$ cat src/rtl/fault_scan_sequencer.sv
// Stuck-at scan sequencer: LFSR patterns in, settle, compare CUT vs golden, log first failure and count.
// Optional build macro STOP_ON_FAIL_EN ends the run at the first mismatching pattern.
module fault_scan_sequencer #(
  parameter int               VEC_W   = 4,
  parameter int               RSP_W   = 4,
  parameter int               NUM_VEC = 15,
  parameter int               IDX_W   = 4,
  parameter int               SETTLE  = 2,
  parameter logic [VEC_W-1:0] SEED    = 4'b0001,
  parameter logic [VEC_W-1:0] TAPS    = 4'b1001
) (
  input  logic             clk,
  input  logic             rst,
  input  logic             start,
  input  logic [RSP_W-1:0] rsp_dut,
  input  logic [RSP_W-1:0] rsp_gold,
  output logic [VEC_W-1:0] vec_out,
  output logic             busy,
  output logic             done,
  output logic             fault,
  output logic [IDX_W-1:0] fail_idx,
  output logic [7:0]       fail_cnt
);

  typedef enum logic [2:0] {
    S_IDLE,
    S_APPLY,
    S_WAIT,
    S_COMPARE,
    S_DONE
  } state_t;

  localparam int               CNT_W       = (SETTLE > 1) ? $clog2(SETTLE) : 1;
  localparam logic [CNT_W-1:0] SETTLE_LOAD = CNT_W'(SETTLE - 1);
  localparam logic [IDX_W-1:0] LAST_IDX    = IDX_W'(NUM_VEC - 1);

  state_t             state_q, state_d;
  logic [VEC_W-1:0]   vec_q, vec_d;
  logic               busy_q, busy_d;
  logic               done_q, done_d;
  logic               fault_q, fault_d;
  logic [IDX_W-1:0]   fail_idx_q, fail_idx_d;
  logic [7:0]         fail_cnt_q, fail_cnt_d;
  logic [IDX_W-1:0]   idx_q, idx_d;
  logic [CNT_W-1:0]   cnt_q, cnt_d;
  logic               mismatch;
  logic               last_pattern;

  function automatic logic [VEC_W-1:0] lfsr_next(input logic [VEC_W-1:0] v);
    return {v[VEC_W-2:0], ^(v & TAPS)};
  endfunction

  assign mismatch = (rsp_dut != rsp_gold);

  // A run ends on the last index, or on the first mismatch when early stop is built in.
`ifdef STOP_ON_FAIL_EN
  assign last_pattern = (idx_q == LAST_IDX) || mismatch;
`else
  assign last_pattern = (idx_q == LAST_IDX);
`endif

  always_comb begin
    state_d    = state_q;
    vec_d      = vec_q;
    fault_d    = fault_q;
    fail_idx_d = fail_idx_q;
    fail_cnt_d = fail_cnt_q;
    idx_d      = idx_q;
    cnt_d      = cnt_q;

    unique case (state_q)
      S_IDLE: begin
        if (start) begin
          vec_d      = SEED;
          idx_d      = '0;
          fault_d    = 1'b0;
          fail_idx_d = '0;
          fail_cnt_d = '0;
          state_d    = S_APPLY;
        end
      end
      S_APPLY: begin
        cnt_d   = SETTLE_LOAD;
        state_d = S_WAIT;
      end
      S_WAIT: begin
        if (cnt_q == '0) begin
          state_d = S_COMPARE;
        end else begin
          cnt_d = cnt_q - CNT_W'(1);
        end
      end
      S_COMPARE: begin
        if (mismatch) begin
          if (!fault_q) begin
            fail_idx_d = idx_q;
            fault_d    = 1'b1;
          end
          if (fail_cnt_q != 8'hFF) begin
            fail_cnt_d = fail_cnt_q + 8'd1;
          end
        end
        if (last_pattern) begin
          state_d = S_DONE;
        end else begin
          idx_d   = idx_q + IDX_W'(1);
          vec_d   = lfsr_next(vec_q);
          state_d = S_APPLY;
        end
      end
      S_DONE: begin
        state_d = S_IDLE;
      end
      default: begin
        state_d = S_IDLE;
      end
    endcase

    // busy/done are registered decodes of the upcoming state so they line up with it.
    busy_d = (state_d == S_APPLY) || (state_d == S_WAIT) || (state_d == S_COMPARE);
    done_d = (state_d == S_DONE);
  end

  always_ff @(posedge clk or posedge rst) begin
    if (rst) begin
      state_q    <= S_IDLE;
      vec_q      <= '0;
      busy_q     <= 1'b0;
      done_q     <= 1'b0;
      fault_q    <= 1'b0;
      fail_idx_q <= '0;
      fail_cnt_q <= '0;
      idx_q      <= '0;
      cnt_q      <= '0;
    end else begin
      state_q    <= state_d;
      vec_q      <= vec_d;
      busy_q     <= busy_d;
      done_q     <= done_d;
      fault_q    <= fault_d;
      fail_idx_q <= fail_idx_d;
      fail_cnt_q <= fail_cnt_d;
      idx_q      <= idx_d;
      cnt_q      <= cnt_d;
    end
  end

  assign vec_out  = vec_q;
  assign busy     = busy_q;
  assign done     = done_q;
  assign fault    = fault_q;
  assign fail_idx = fail_idx_q;
  assign fail_cnt = fail_cnt_q;

endmodule

$ cat config.mk
export PLATFORM = sky130hd
export DESIGN_NAME = fault_scan_sequencer
export DESIGN_NICKNAME = d
export VERILOG_FILES = /design/src/rtl/fault_scan_sequencer.sv
export SDC_FILE = /design/constraint.sdc
export NUM_CORES = 1
export LEC_CHECK = 0
export CAP_MARGIN = 20
export CORE_MARGIN = 2
export CORE_UTILIZATION = 45
export CTS_CLUSTER_SIZE = 28
export DETAILED_ROUTE_END_ITERATION = 16
export PLACE_DENSITY = 0.77
export SKIP_LAST_GASP = 1
export SYNTH_ARGS = -nofsm -noshare
export SYNTH_HDL_FRONTEND = slang
export SYNTH_SLANG_ARGS = --single-unit
export TNS_END_PERCENT = 50
$ cat constraint.sdc
create_clock -name clk -period 2.1 [get_ports clk]
set_input_delay 0.42 -clock clk [delete_from_list [all_inputs] [get_ports clk]]
set_output_delay 0.42 -clock clk [all_outputs]
set_load 0.02 [all_outputs]
* After elaboration in Yosys (flattened, before gate mapping) *
Index checks and enable logic that the tools add are counted.

word-level totals
  flip-flop bits (word level) = 27
  input port bits = 11

operators by class
  add/sub/neg operators = 3
  equal/unequal tests = 15
  muxes and demuxes = 22
  reductions and logical operators = 10

operator list
  kind                   number
  $mux W4                6
  $mux W8                3
  $pmux W4 S2            3
  $pmux W8 S2            1
  $eq A3 B2 Y1 const B   4
  $pmux W3 S4            1
  $ne A2 B2 Y1 const B   5
  $mux W3                3
  $add A8 B1 Y8 const B  1
  $ne A8 B8 Y1 const B   1
  $reduce_and A4 Y1      2
  $eq A3 B1 Y1 const B   2
  $reduce_and A3 Y1      2
  $add A4 B1 Y4 const B  1
  $eq A4 B4 Y1 const B   1
  $ne A4 B4 Y1           1
  $pmux W1 S2            2
  $reduce_bool A2 Y1     2
  $reduce_xor A4 Y1      1
  $eq A3 B3 Y1 const B   1
  $logic_not A3 Y1       1
  $mux W1                3
  $logic_or A1 B1 Y1     2
  $sub A1 B1 Y1 const B  1

* Longest topological paths before layout *
  depth in word-level cells = 6
  gate-level depth with buffers = 6
  mapped depth without buffers = 6

* Worst setup path before layout *
Ideal clock, no wire load.

  path type = register to register
  from = register fail_cnt_q[1] (netlist: fail_cnt[1])
  to = register fail_cnt_q[1] (netlist: fail_cnt[1])
  setup time = 123 ps
  arrival = 1,422 ps
  required time = 1,977 ps
  slack = 555 ps
  stages on the path, launching flop included = 6
  clock period less this slack = 1,545 ps
  path through = dfrtp_1 -> ha_1 -> and3_1 -> nand3_1 -> o22a_2 -> mux2i_1

on the way
  cells in the longest elaborated chain, start to end = 4

RTL lines
  element                 RTL line  source
  start, declared         43        logic [7:0] fail_cnt_q, fail_cnt_d;
  start signal, assigned  142       fail_cnt_q <= fail_cnt_d;
  $add A8 B1 Y8           100       fail_cnt_d = fail_cnt_q + 8'd1;
  $mux W8                 99        if (fail_cnt_q != 8'hFF) begin
  $mux W8                 94        if (mismatch) begin
  $pmux W8 S2             71        unique case (state_q)

Several ways; a longest one is shown, not always the timed one. The select of a mux whose other input is x is not followed.
A chain may end at the register's enable or synchronous reset.

* Final worst setup path *
  from = register fail_cnt_q[4] (netlist: fail_cnt[4])
  to = output port fail_cnt[4]

RTL lines
  element        RTL line  source
  end, declared  22        output logic [7:0] fail_cnt

No word-level cell between the ends.

==> summary.txt <==
outcome: completed
share of cells above drive strength 1: 8.07%
Pre-Repair DR Iteration Count: 4
Clock Tree Buf Depth: 2
Tmin final: 1.86 ns
row count: 19
slew at the pin closest to its max-slew limit: 0.435 ns
initial core utilization: 47.7%
Min-Delay Path Class: input port to async pin
Routed WL per cell: 13.5 um
die area: 3370 um2
grt total ovfl: 0
Non-Filler Instances: 192
CTS Hold Bufs: 0
Placer Congestion: 0.764
buffers plus inverters on the worst setup path: 1
post-CTS resize count: 0
Max-cap violations: 0
CP delay by family, top: buffers and inverters
clock latency on the worst-skew pair: 0.33 ns
Yosys warnings: 0
IO Port Bufs: 29
area leader, netlist: dfrtp_1
Final Max Tran Viols: 0
mean post-synth cell area: 10.4 um2
fillers: 241
via count: 1023
Slew headroom: 70.7%
Power Dens Cells: 1210 nW/um2
critical path's largest stage delay: 0.64 ns
CTS tree: yes
VDD IR max: 0.844 mV
DR vias/cell: 5.33
Num Clock Sinks: 27
Req. time, crit path: 1.68 ns
TritonCTS buffer count: 3
clk root buf: clkbuf_4
Final setup viols: 0
largest net degree at the start of global routing: 28
antenna violations before repair: 0
RSZ-0062 raised after global routing: no
arrival time worst endpoint: 1.44 ns
Mapped Cells: 126
Post-DRT Antenna Nets: 0
# H-tree levels: 1
first-pass GRT wire length: 4610 um
sequential share of the synthesized area: 51.3%
# IOs: 30
Post-DP HPWL: 1980 um
area grow syn2layout: 28.3%
Setup TNS: 0 ns
Synth area leaders: dfrtp_1, nand3_1, nand2_1
detailed-route DRC error count: 0
Fin. Hold Viols: 0
Reg clk slew, reported paths: 0.15 ns
Die Ht: 58.1 um
core box area: 2760 um2
vias in the first global route: 1031
drt first-iter violations: 7
Seq cells post-synth: 27
diodes inserted: 0
top cell type's share of synthesized area: 51.3%
placed insts: 188
Die X: 58.1 um
Fin Clk Skew: 0.00794 ns
Max Clock Freq: 538 MHz
CP endpoint kind: output pin
CP max stage cell: clkdlybuf4s50_1
final worst-path cycle share: 88.6%
Netlist cell types: 31
setup bufs post-CTS: 0
Startpoint Class: flip-flop
Setup Crit Path Kind: flip-flop to output pin
drt total wl: 2590 um
Post-Syn Nets: 140
Synth Cell Area: 1320 um2
P_leak: 0.783 nW
Nets: 176
CP Max Fanout: 7
all-layer global routing usage: 17.7%
critical path, cell by cell: clkdlybuf4s50_1
sequential cells by signal, indices dropped and copies added, names as in the netlist:
register  cells
idx_q         4
state_q       3
fault         1
vec_out       4
fail_cnt      8
cnt_q         1
busy          1
fail_idx      4
done          1
kinds of logic (layout without fill, tap and decap cells):
kind of cell	count (synthesis)	after routing	share of synthesized area (%)
flops	27	27	51.3
xor+xnor	8	8	5.32
buf+inv	8	43	2.95
simple gates	57	57	23.6
fa+ha+maj	3	3	2.85
compound gates	19	19	10.9
mux	4	4	3.04
area by class of cell:
type | count | area, um2 | share of cell area (%)
clock buffers | 3 | 22.5 | 1.33
clock inverters | 1 | 7.51 | 0.444
inverters | 6 | 22.5 | 1.33
multi-input cells | 91 | 602 | 35.6
flip-flops and latches | 27 | 676 | 40.0
well taps | 31 | 38.8 | 2.30
repair buffers | 33 | 320 | 19.0
synthesized netlist by cell type:
master,count
dfrtp_1,27
o22a_1,1
and3_1,4
mux2i_1,4
inv_1,6
o22a_2,1
nand3b_1,1
nand3b_4,1
o311ai_0,1
ha_1,3
nand3_1,15
nor2_1,12
or2b_1,1
buf_2,1
xor2_1,3
buf_6,1
o211ai_1,1
a41oi_2,1
xnor2_1,5
nand2_1,15
and2_4,1
o21ai_0,6
nand4_1,2
o2111a_1,1
a21oi_1,2
a31oi_1,1
and2b_1,1
and3b_1,1
a22o_1,4
or3_1,2
nor4b_4,1
report_power, final:
group | switching [mW] | leakage [nW] | internal (mW) | total, mW
Sequential | 0.187 | 0.352 | 0.686 | 0.874
Clock | 0.156 | 0.0139 | 0.0729 | 0.229
Combinational | 0.491 | 0.418 | 0.445 | 0.936
stage by stage:
| stage | setup slack, ns | utilization (%) | instance area (um2) | power [mW] | hold WS, ns |
|---|---|---|---|---|---|
| 2_1_floorplan | 0.555 | - | 1320 | 1.46 | 0.449 |
| 3_3_place_gp | 0.217 | 60.2 | 1660 | 1.79 | 0.462 |
| 3_5_place_dp | 0.136 | 60.2 | 1660 | 1.83 | 0.483 |
| 4_1_cts | 0.217 | 61.3 | 1690 | 2.07 | 0.432 |
| 5_1_grt | 0.182 | 61.3 | 1690 | 2.23 | 0.451 |
| 6_report | 0.240 | 61.3 | 1690 | 2.04 | 0.421 |
routing by layer:
layer	global-route usage [%]	wire, um
met1	24.0	1220
met2	27.9	1200
met3	3.57	134
met4	7.31	40
met5	0	0
worst paths after layout:
path | from | end | slack, ns | depth (start not counted)
setup / recovery | fail_cnt[4]$_DFFE_PP0P_ | fail_cnt[4] | 0.24 | 1
hold / removal | rst | fail_idx[2]$_DFFE_PP0P_ | 0.42 | 3
setup reg to reg | fail_cnt[0]$_DFFE_PP0P_ | fail_cnt[7]$_DFFE_PP0P_ | 0.49 | 5
hold reg to reg | fail_idx[0]$_DFFE_PP0P_ | fail_idx[0]$_DFFE_PP0P_ | 0.52 | 1
max in group asynchronous | rst | fail_cnt[1]$_DFFE_PP0P_ | 1.42 | 3
min in group clk | fail_idx[0]$_DFFE_PP0P_ | fail_idx[0]$_DFFE_PP0P_ | 0.52 | 1
layout by cell type, fill, tap and decap left out, types with 2 or more instances in the layout:
cell / instances
a22o_1: 4
buf_4: 4
clkbuf_4: 3
a21oi_1: 2
nand2_1: 15
dfrtp_1: 27
ha_1: 3
or3_1: 2
o21ai_0: 6
clkdlybuf4s50_1: 29
nand3_1: 15
nor2_1: 12
and3_1: 4
mux2i_1: 4
inv_1: 6
xnor2_1: 5
xor2_1: 3
nand4_1: 2
Note: power is estimated with default switching activity, not from simulation.
==> patch 1, RTL diff (same settings) <==
The parameter `RSP_W` goes from 4 to 5.
--- a/src/rtl/fault_scan_sequencer.sv
+++ b/src/rtl/fault_scan_sequencer.sv
@@ -2,7 +2,7 @@
 // Optional build macro STOP_ON_FAIL_EN ends the run at the first mismatching pattern.
 module fault_scan_sequencer #(
   parameter int               VEC_W   = 4,
-  parameter int               RSP_W   = 4,
+  parameter int               RSP_W   = 5,
   parameter int               NUM_VEC = 15,
   parameter int               IDX_W   = 4,
   parameter int               SETTLE  = 2,
Ports: changed (resized rsp_dut and rsp_gold); port bits go from 30 to 32. No check against the original RTL was run, so the function may have changed too.
==> patch 1 against the original RTL <==
  * Final area rose by 10%
  * Combinational power rose by 14%
  * Worst setup slack got worse by 0.092 ns
  * Area after synthesis rose by 8.6%
  * Wire length rose by 31%
  * Highest routed layer unchanged
  * Sequential cell count did not move
  * Via count rose by 27%
  * Power rose by 5.2%
  * Critical endpoint is now fail_idx[3]$_DFFE_PP0P_
==> patch 1: results (changes against the original RTL) <==
Number of global-route vias before repair - 1272 (+23%)
Share of layout cells above drive strength 1 - 0.1093 (+0.02854)
GPL Wtd Cong - 0.8307 (+8.7%)
Cts bufs inserted - 3 (unchanged)
CP Capture Point - fail_idx[3]$_DFFE_PP0P_
First-pass GRT wire length - 5.561 mm (+21%)
R2R depth - 4 (-1)
Via/cell ratio - 5.709 (+7.2%)
Sw Share - 0.4135 (+0.003948)
Ranking of synthesized cells by area - dfrtp_1 (47%), a22o_1 (4.9%), nand2_1 (3.9%), nand3_1 (3.5%), nor2_1 (2.9%)
Drt wl/cell - 15.02 um (+11%)
Worst Skew - 0.002430 ns (-0.005511 ns)
Nets - 200 (+14%)
Detail Placement HPWL - 2.493 mm (+26%)
CP Max Fanout - 10 (+3)
Root buf cell - clkbuf_4
Worst vdd ir - 703.0 uV (-17%)
Slew headroom - 0.6566 (-0.05010)
All-Layer GR Usage - 0.2063 (+0.02892)
Most frequent cells after synthesis - dfrtp_1 (27), nand2_1 (15), nor2_1 (11)
Leak pwr - 0.8010 nW (+2.3%)
Port Buffers - 31 (+6.9%)
Run status - finished, final reports clean
Sequential element share of the synthesized area - 0.4729 (-0.04045)
Internal reg-to-reg setup slack - 0.16 ns (-0.33 ns)
WP data arrival - 2.18 ns (+0.74 ns)
DRT iter0 DRCs - 54 (+47)
Distinct cell type count after synthesis - 43 (+39%)
[patch 1: worst min-delay path by stage]
stage / slack (ns) / to / cells after the start
after global routing: 0.47 / done$_DFF_PP0_ / 3
final: 0.43 / done$_DFF_PP0_ / 3
after floorplan: 0.45 / cnt_q$_DFFE_PP0P_ / 2
after detailed placement: 0.48 / cnt_q$_DFFE_PP0P_ / 2
after global placement: 0.47 / cnt_q$_DFFE_PP0P_ / 2
after CTS: 0.44 / done$_DFF_PP0_ / 3
[patch 1: cell families (layout without fill, tap and decap cells)]
group	Yosys count	after routing	synth area share
fa+ha+maj	3	3	0.02627
buf+inv	11	51	0.04028
flops	27	27	0.4729
xor+xnor	8	8	0.04903
compound gates	39	39	0.2137
simple gates	55	55	0.1979
[patch 1: per-stage QoR]
step	hold WS, ns	std cells	power [mW]	instance area [sq um]	worst slack, ns
6_report	0.4345	227	2.146	1866	0.1477
5_1_grt	0.4706	227	2.297	1866	0.09456
3_3_place_gp	0.4711	223	1.882	1838	-0.1387
4_1_cts	0.4368	227	2.157	1866	0.1581
3_5_place_dp	0.4838	223	1.922	1838	-0.2029
2_1_floorplan	0.4497	143	1.492	1429	0.1572
[patch 1: routing by layer]
metal | vias to the layer above | GRT usage | share of wire | wire length [um]
met5 | - | 0 | 0 | 0
met4 | 0 | 0.06349 | 0.0050 | 17
li1 | 620 | - | - | -
met2 | 46 | 0.3696 | 0.51 | 1722
met1 | 628 | 0.2527 | 0.44 | 1512
met3 | 2 | 0.03625 | 0.046 | 157
[patch 1: power by group through the flow]
stage / sequential [mW] / combinational [mW] / clock [mW]
4_1_cts: 0.848 / 1.07 / 0.238
2_1_floorplan: 0.911 / 0.581 / 0
5_1_grt: 0.875 / 1.17 / 0.254
6_report: 0.853 / 1.07 / 0.225
3_3_place_gp: 0.851 / 1.03 / 0
3_5_place_dp: 0.855 / 1.07 / 0
[patch 1: worst max-delay path, stage by stage]
cell and delay, ns:
clkdlybuf4s50_1 0.48, or4b_4 0.48, and4_4 0.21, a221o_1 0.39, a22o_1 0.21
[patch 1: layout make-up]
class	instances	area, sq um
inverter	5	18.77
fill	251	1162
timing repair buffer	42	392.9
sequential	27	675.6
clock buffer	3	22.52
multi-input combinational	105	695.7
clock inverter	1	5.005
tap	44	55.05
==> patch 2, RTL diff (same flow settings) <==
Without the edit above. Encoding of `state_t`: now Gray code (3 bits for 5 states).
--- a/src/rtl/fault_scan_sequencer.sv
+++ b/src/rtl/fault_scan_sequencer.sv
@@ -23,11 +23,11 @@
 );
 
   typedef enum logic [2:0] {
-    S_IDLE,
-    S_APPLY,
-    S_WAIT,
-    S_COMPARE,
-    S_DONE
+    S_IDLE    = 3'b000,
+    S_APPLY   = 3'b001,
+    S_WAIT    = 3'b011,
+    S_COMPARE = 3'b010,
+    S_DONE    = 3'b110
   } state_t;
 
   localparam int               CNT_W       = (SETTLE > 1) ? $clog2(SETTLE) : 1;
Behaviour: no difference found for any inputs over 10 cycles, from zero or initial values and one cycle with rst high; not proved beyond that.
==> patch 2 against the original RTL <==
  * Power rose by 6.8%
  * Combinational power rose by 11%
  * First-iteration DRC count rose to 9.1 times the old value
  * Area after synthesis rose by 4.1%
  * Critical path depth rose by 4
  * Sequential cell count did not move
  * Wire length rose by 17%
  * Register-to-register slack got worse by 0.33 ns
  * Worst hold slack improved by 0.038 ns
  * Final area rose by 3.4%
  * Worst setup slack got worse by 0.079 ns
  * Count of clock-buffer cells in the layout rose by 1
  * Clock power fell by 5%
  * Critical path type is now flop to flop
  * Largest cell class unchanged
  * Largest power group unchanged
==> patch 2: results (changes against the original RTL) <==
Run status - finished, final reports clean
Sequential element share of the synthesized area - 0.4932 (-0.02016)
Share of layout cells above drive strength 1 - 0.08235 (+0.001608)
N_diodes - 0 (unchanged)
WP data arrival - 2.15 ns (+0.71 ns)
Met3 wire len - 140 um (+4.5%)
Nets - 185 (+5.1%)
Synth Area in Compound Gates - 0.1909 (+0.08155)
DRT iter0 DRCs - 64 (+57)
Synth Area in XOR/XNOR - 0.04475 (-0.008483)
Fillers - 270 (+12%)
Synthesized-area fraction occupied by adder cells - 0.02740 (-0.001120)
Ranking of synthesized cells by area - dfrtp_1 (49%), nand3_1 (5.5%), nand2_1 (3.0%), nor2_1 (3.0%), o21ai_0 (2.9%)
First-pass GRT wire length - 4.919 mm (+6.7%)
Synthesized Nets - 149 (+6.4%)
PostCTS Resize Cnt - 0 (unchanged)
Post CTS Setup Buffer Count - 0 (unchanged)
Worst vdd ir - 673.6 uV (-20%)
Slew headroom - 0.6339 (-0.07279)
Detail Placement HPWL - 2.314 mm (+17%)
Clock slew at reported path FFs - 0.14 ns
Met3 GRT Util - 0.03057 (-0.005147)
Met2 wire length - 1.547 mm (+29%)
All-Layer GR Usage - 0.1826 (+0.005254)
Number of global-route vias before repair - 1144 (+11%)
Port Buffers - 29 (unchanged)
Worst Setup SP - fail_cnt[0]$_DFFE_PP0P_
Peak Freq - 515.7 MHz (-4.1%)
Fin cells - 203 (+5.7%)
Met1 usage - 0.2266 (-0.01331)
Worst Skew - 0.006970 ns (-0.0009704 ns)
Main combinational cell family by area after synthesis - simple AND/OR/NAND/NOR gates
Worst setup EP type - flop
Via/cell ratio - 5.892 (+11%)
GR Util met2 - 0.3270 (+0.04776)
Largest net degree at the start of global routing - 28 (unchanged)
Mux contribution to synthesized area - 0 (-0.03042)
Drt wl/cell - 14.97 um (+11%)
Most frequent cells after synthesis - dfrtp_1 (27), nand3_1 (15), nand2_1 (11), nor2_1 (11), o21ai_0 (8)
Slowest CP cell - dfrtp_1
Worst-Skew Late Latency - 0.31 ns (-0.02 ns)
CP Max Fanout - 7 (unchanged)
RR Endpoint - fail_cnt[6]$_DFFE_PP0P_
Dpl ws - -0.05149 ns (-0.1874 ns)
M1 WL - 1.337 mm (+10%)
Distinct cell type count after synthesis - 41 (+32%)
Cts bufs inserted - 3 (unchanged)
GPL Wtd Cong - 0.8268 (+8.2%)
Syn Inst Count - 135 (+7.1%)
Leak pwr - 0.7244 nW (-7.5%)
Slowest stage delay, CP - 0.47 ns (-0.17 ns)
patch 2: cell types whose count changed after synthesis, moves of 3 or more:
cell / before / now
nand2_1: 15 / 11
and3_1: 4 / 1
mux2i_1: 4 / 0
a31oi_1: 1 / 5
patch 2: critical path: cells and delay by family, from the launching register on:
kind	cells	cell delay [ns]
DFF	1	0.47
AOI/OAI and AO/OA	2	0.50
adders and majority gates	1	0.29
and+or+nand+nor	2	0.57
patch 2: final cells by class:
class / count / share of cell area
inverter: 4 / 0.008596
timing repair buffer: 35 / 0.1920
clock buffer: 4 / 0.01504
tap: 33 / 0.02364
multi-input combinational: 100 / 0.3739
sequential: 27 / 0.3868
patch 2: per-stage QoR:
stage	hold WS, ns	power, mW	TNS, ns	util	area (sq um)
finish	0.4592	2.179	0	0.5866	1747
global route	0.5126	2.341	0	0.5866	1747
CTS	0.4630	2.205	0	0.5866	1747
detailed placement	0.4766	1.979	-0.05149	0.5777	1720
global placement	0.4670	1.941	0	0.5777	1720
floorplan	0.4505	1.532	0	-	1370
patch 2: where the power goes:
part | internal, mW | switching [mW]
clock network | 0.0741 | 0.143
logic | 0.496 | 0.547
registers | 0.697 | 0.221
total | 1.27 | 0.911
patch 2: worst min path at each step:
stage	startpoint	end	cells past startpoint
after floorplan	cnt_q$_DFFE_PP0P_	cnt_q$_DFFE_PP0P_	2
after global placement	cnt_q$_DFFE_PP0P_	cnt_q$_DFFE_PP0P_	2
after detailed placement	cnt_q$_DFFE_PP0P_	cnt_q$_DFFE_PP0P_	2
after CTS	rst	fail_cnt[6]$_DFFE_PP0P_	3
after global routing	rst	fail_cnt[0]$_DFFE_PP0P_	3
final	rst	fail_cnt[0]$_DFFE_PP0P_	3
